[config.mk]
export PLATFORM = sky130hd
export DESIGN_NAME = traffic_light_monitor_flat
export DESIGN_NICKNAME = d
export VERILOG_FILES = /design/src/rtl/traffic_light_monitor_if.sv /design/src/rtl/traffic_light_monitor.sv /design/src/flat_wrapper.sv
export SDC_FILE = /design/constraint.sdc
export NUM_CORES = 1
export LEC_CHECK = 0
export ABC_CLOCK_PERIOD_IN_PS = 1900
export BUFFER_PORTS_ARGS = -buffer_cell sky130_fd_sc_hd__clkbuf_2
export CAP_MARGIN = 20
export CELL_PAD_IN_SITES_DETAIL_PLACEMENT = 0
export CELL_PAD_IN_SITES_GLOBAL_PLACEMENT = 1
export CORE_MARGIN = 2
export CORE_UTILIZATION = 38
export DETAILED_ROUTE_END_ITERATION = 8
export MAX_ROUTING_LAYER = met4
export PLACE_DENSITY_LB_ADDON = 0.08
export SLEW_MARGIN = 15
export SYNTH_ARGS = -nofsm -noshare
export SYNTH_HDL_FRONTEND = slang
export SYNTH_SLANG_ARGS = --single-unit
[constraint.sdc]
create_clock -name clk -period 1.9 [get_ports clk]
set_clock_uncertainty 0.05 [all_clocks]
set_input_delay 0.38 -clock clk [delete_from_list [all_inputs] [get_ports clk]]
set_output_delay 0.38 -clock clk [all_outputs]
set_load 0.1 [all_outputs]
[src/rtl/traffic_light_monitor_if.sv]
// Lamp inputs, clear and status outputs of the traffic light monitor.
// The master side drives the lamps and clear; the slave side is the monitor.
interface traffic_light_monitor_if #(
    parameter int CYCLE_W = 8
);
    logic               red;
    logic               amber;
    logic               green;
    logic               clear;
    logic               err;
    logic [1:0]         err_code;
    logic               err_pulse;
    logic [CYCLE_W-1:0] cycles;
    logic               in_sync;

    modport master (
        output red, amber, green, clear,
        input  err, err_code, err_pulse, cycles, in_sync
    );

    modport slave (
        input  red, amber, green, clear,
        output err, err_code, err_pulse, cycles, in_sync
    );
endinterface

[src/rtl/traffic_light_monitor.sv]
// Watches the {red,amber,green} lamp pattern of a traffic light and checks
// it follows R -> RA -> G -> A -> R with no state lasting longer than
// MAX_DWELL samples. Reports a sticky first-error code, a per-error strobe
// and a count of completed cycles (amber-to-red transitions).
module traffic_light_monitor #(
    parameter int MAX_DWELL = 8,
    parameter int CYCLE_W   = 8
) (
    input  logic                    clk,
    input  logic                    rst_n,
    traffic_light_monitor_if.slave  bus
);
    // Dwell must hold MAX_DWELL and still compare against it without wrapping.
    localparam int DWELL_W = $clog2(MAX_DWELL + 2);

    typedef enum logic [2:0] {
        S_SYNC = 3'd0,
        S_R    = 3'd1,
        S_RA   = 3'd2,
        S_G    = 3'd3,
        S_A    = 3'd4
    } state_t;

    localparam logic [1:0] CODE_PATTERN    = 2'd1;
    localparam logic [1:0] CODE_TRANSITION = 2'd2;
    localparam logic [1:0] CODE_DWELL      = 2'd3;

    state_t               state_reg;
    logic [DWELL_W-1:0]   dwell_reg;
    logic                 err_reg;
    logic [1:0]           err_code_reg;
    logic                 err_pulse_reg;
    logic [CYCLE_W-1:0]   cycles_reg;
    logic                 in_sync_reg;

    logic [2:0]           pattern;
    state_t               pattern_state;
    state_t               succ_state;
    logic [1:0]           fault_code;

    assign pattern = {bus.red, bus.amber, bus.green};

    // Decode the sampled lamps into the state they denote (SYNC = illegal)
    // and find which state legally follows the current one.
    always_comb begin
        pattern_state = S_SYNC;
        case (pattern)
            3'b100:  pattern_state = S_R;
            3'b110:  pattern_state = S_RA;
            3'b001:  pattern_state = S_G;
            3'b010:  pattern_state = S_A;
            default: pattern_state = S_SYNC;
        endcase
        succ_state = S_SYNC;
        case (state_reg)
            S_R:     succ_state = S_RA;
            S_RA:    succ_state = S_G;
            S_G:     succ_state = S_A;
            S_A:     succ_state = S_R;
            default: succ_state = S_SYNC;
        endcase
    end

    // Classify this sample: 0 means acceptable, otherwise the error code.
    // All-dark is tolerated only while hunting for a first legal pattern.
    always_comb begin
        fault_code = 2'd0;
        if (state_reg == S_SYNC) begin
            if (pattern_state == S_SYNC && pattern != 3'b000)
                fault_code = CODE_PATTERN;
        end else if (pattern_state == S_SYNC) begin
            fault_code = CODE_PATTERN;
        end else if (pattern_state == state_reg) begin
            if (dwell_reg >= DWELL_W'(MAX_DWELL))
                fault_code = CODE_DWELL;
        end else if (pattern_state != succ_state) begin
            fault_code = CODE_TRANSITION;
        end
    end

    // Sequence tracker with registered status outputs; clear outranks any
    // error seen on the same edge, and cycles survive clear and errors.
    always_ff @(posedge clk or negedge rst_n) begin
        if (!rst_n) begin
            state_reg     <= S_SYNC;
            dwell_reg     <= '0;
            err_reg       <= 1'b0;
            err_code_reg  <= 2'd0;
            err_pulse_reg <= 1'b0;
            cycles_reg    <= '0;
            in_sync_reg   <= 1'b0;
        end else begin
            err_pulse_reg <= 1'b0;
            if (bus.clear) begin
                state_reg    <= S_SYNC;
                dwell_reg    <= '0;
                err_reg      <= 1'b0;
                err_code_reg <= 2'd0;
                in_sync_reg  <= 1'b0;
            end else if (fault_code != 2'd0) begin
                state_reg     <= S_SYNC;
                dwell_reg     <= '0;
                err_pulse_reg <= 1'b1;
                in_sync_reg   <= 1'b0;
                if (!err_reg) begin
                    err_reg      <= 1'b1;
                    err_code_reg <= fault_code;
                end
            end else if (state_reg == S_SYNC) begin
                if (pattern_state != S_SYNC) begin
                    state_reg   <= pattern_state;
                    dwell_reg   <= DWELL_W'(1);
                    in_sync_reg <= 1'b1;
                end
            end else if (pattern_state == state_reg) begin
                dwell_reg <= dwell_reg + DWELL_W'(1);
            end else begin
                state_reg <= pattern_state;
                dwell_reg <= DWELL_W'(1);
                if (state_reg == S_A)
                    cycles_reg <= cycles_reg + CYCLE_W'(1);
            end
        end
    end

    assign bus.err       = err_reg;
    assign bus.err_code  = err_code_reg;
    assign bus.err_pulse = err_pulse_reg;
    assign bus.cycles    = cycles_reg;
    assign bus.in_sync   = in_sync_reg;
endmodule

[src/flat_wrapper.sv]
// flat-port wrapper written by rule: the top's interface ports become plain ports
module traffic_light_monitor_flat 
#(
    parameter int MAX_DWELL = 8,
    parameter int CYCLE_W   = 8
)
  (clk, rst_n, bus_red, bus_amber, bus_green, bus_clear, bus_err, bus_err_code, bus_err_pulse, bus_cycles, bus_in_sync);
  traffic_light_monitor_if #(.CYCLE_W(CYCLE_W)) bus_i ();
  input  logic clk;
  input  logic rst_n;
  input wire logic [$bits(bus_i.red)-1:0] bus_red;
  input wire logic [$bits(bus_i.amber)-1:0] bus_amber;
  input wire logic [$bits(bus_i.green)-1:0] bus_green;
  input wire logic [$bits(bus_i.clear)-1:0] bus_clear;
  output wire logic [$bits(bus_i.err)-1:0] bus_err;
  output wire logic [$bits(bus_i.err_code)-1:0] bus_err_code;
  output wire logic [$bits(bus_i.err_pulse)-1:0] bus_err_pulse;
  output wire logic [$bits(bus_i.cycles)-1:0] bus_cycles;
  output wire logic [$bits(bus_i.in_sync)-1:0] bus_in_sync;
  assign bus_i.red = bus_red;
  assign bus_i.amber = bus_amber;
  assign bus_i.green = bus_green;
  assign bus_i.clear = bus_clear;
  assign bus_err = bus_i.err;
  assign bus_err_code = bus_i.err_code;
  assign bus_err_pulse = bus_i.err_pulse;
  assign bus_cycles = bus_i.cycles;
  assign bus_in_sync = bus_i.in_sync;
  traffic_light_monitor #(.MAX_DWELL(MAX_DWELL), .CYCLE_W(CYCLE_W)) u_core (.clk(clk), .rst_n(rst_n), .bus(bus_i));
endmodule
==> impl_results.md <==
- Status: finished, final reports clean
- TritonCTS buffer count: 3
- Main synth FF type: dfrtp_1
- Die area: 3410 sq um
- Ranking of synthesized cells by area: dfrtp_1 44%, xnor2_1 3.9%, o21ai_0 3.6%
- Pre-antenna DRT Iters: 4
- Post-Syn Area: 1130 sq um
- Via count: 930
- Initial antenna violation count: 0
- Crit Path Category: register to register
- Grt total ovfl: 0
- Vias in the first global route: 860
- Max reg flops: 8
- Hpwl dp: 1830 um
- Global router's overall resource usage: 0.157
- Final slew viol count: 0
- Syn_nets: 120
- Root Driver: clkbuf_4
- Chip width: 58.4 um
- Top cell type's share of synthesized area: 0.444
- HP Class: primary input to register
- Antenna-violating nets left: 0
- # Max-Cap Violations: 0
- Via density per instance: 5.14
- Drt total wl: 2330 um
- Design area: 1480 sq um
- CP Max Fanout: 9
- Setup TNS: 0 ns
- CTS tree: done
- Synth area leader: dfrtp_1
- FILL cells: 260
- Crit path time final: 1.90 ns
- Fin crit share: 0.998
- H-tree Lvls: 1
- 1st-iter DRT viols: 37
- Endpoints failing hold: 0
- TritonCTS Sinks: 20
- DR DRC count: 0
- Syn Area/Cell: 10.1 sq um
- Area Overhead vs Synth: 31.2%
- Peak VDD IR: 0.918 mV
- I/O Buffers: 18
- Total Power: 1.02 mW
- Asr flop ratio synth: 1.00
- I/O Pins: 19
- DR WL/cell: 12.9 um
- Ys Warns: 0
- Leakage power: 0.703 nW
- Die Y-Extent: 58.4 um
- Layout cells sized above 1: 0.420
- Core box area: 2780 sq um
- WP data required: 2.08 ns
- Mapped Cells: 111
- Post-DP Area: 1380 sq um
- Power Dens Cells: 690 nW/um^2
- GPL Wtd Cong: 0.842
- CP startpoint kind: register
- #FFs+latches synth: 20
- Clock buffer depth: 2
- WHS: 0.331 ns
- First-pass GRT wire length: 3970 um
- Most frequent cell after synthesis: dfrtp_1
- Critical Path End Type: register
- Peak Freq: 0.528 GHz
- Number of flops mapped to enable cells by yosys: 0
- RSZ-0062 raised after global routing: true
- Clock edge transition at the registers on the reported setup and hold paths: 0.12 ns
- Unique cell type count in the Yosys netlist: 46
- Post-synth top cells: 20 x dfrtp_1, 9 x nor2_1, 8 x o21ai_0
- Rows: 19
- Sequential share of the synthesized area: 0.444
- Worst rel slew slack: 0.642
- Setup-failing EPs final: 0
- Worst-Skew Late Latency: 0.30 ns
- Initial Utilization: 0.405
- Critical Path AT: 2.07 ns
- Largest net degree at the start of global routing: 21
- Slew @ Worst Pin: 0.540 ns
- # diodes: 0
- Final net count: 160
==> repair_timing <==
item                                   in CTS  in global routing
hold buffers                                1                  0
buffers inserted                            0                  1
pin swaps                                   3                  1
cloned                                      0                  0
resized for setup                           4                  8
endpoints found under the hold margin      20                  0
setup endpoints to repair                   2                 11
==> final cells by class <==
cell class	count	area, sq um	share of cell area
Multi-Input combinational cell	82	607	0.411
Sequential cell	20	503	0.340
Timing Repair Buffer	41	265	0.180
Tap cell	31	38.8	0.0262
Clock inverter	1	30.0	0.0203
Clock buffer	3	22.5	0.0152
Inverter	3	11.3	0.00762
==> layer usage <==
layer,track usage,routed length (um),vias to the layer above
met2,0.255,1130,14
li1,-,-,480
met4,0.0199,12,0
met5,-,0,-
met1,0.203,1110,434
met3,0.0396,83,2
==> cells by family after synthesis <==
group,after synthesis,synth area share
adder cells (fa/ha/maj),3,0.0333
flip-flops,20,0.444
multiplexers,2,0.0189
buffers and inverters,9,0.0411
AND/OR/NAND/NOR,41,0.237
XOR/XNOR,8,0.0622
AO/OA/AOI/OAI,28,0.163
==> critical path, cell delays in order, from the launching register on <==
cell and delay (ns):
dfrtp_2 0.47, and3b_2 0.24, a32oi_2 0.21, a21boi_2 0.09, or4b_4 0.59, nor3_2 0.17
==> where the power goes <==
part / switching (mW) / internal, mW / leakage (nW)
clock: 0.134 / 0.213 / 0.0279
sequential: 0.0145 / 0.440 / 0.270
combinational: 0.149 / 0.0680 / 0.406
total: 0.298 / 0.722 / 0.703
==> cells in the final DEF (no fill, tap or decap), types with 3 or more instances in the layout <==
cell type	instances
a21oi_1	5
buf_4	22
clkbuf_2	18
clkbuf_4	3
dfrtp_1	18
ha_1	3
inv_1	3
nand2_1	4
nand4_1	3
nor2_1	8
nor3_2	3
o21ai_0	6
or3_1	3
xnor2_1	5
xor2_1	3
==> worst paths after layout <==
path                                      startpoint  slack, ns                    to  cells after the start
worst max-delay path             u_core.state_reg[2]      0.004   u_core.state_reg[0]                      5
worst min-delay path                       bus_clear       0.33        u_core.bus.err                      3
worst max register to register   u_core.state_reg[2]      0.004   u_core.state_reg[0]                      5
worst min register to register  u_core.bus.cycles[7]       0.42  u_core.bus.cycles[7]                      1
max in group asynchronous                      rst_n       0.95   u_core.state_reg[1]                      2
min in group asynchronous                      rst_n       0.50   u_core.dwell_reg[1]                      2
==> stage by stage <==
stage,cells,setup slack [ns],utilization
6_report,181,0.00434,0.531
3_3_place_gp,175,-0.131,0.495
3_5_place_dp,175,-0.178,0.495
5_1_grt,181,-0.0647,0.531
4_1_cts,180,-0.00275,0.523
2_1_floorplan,111,-0.115,-
(Power assumes the default switching activity.)
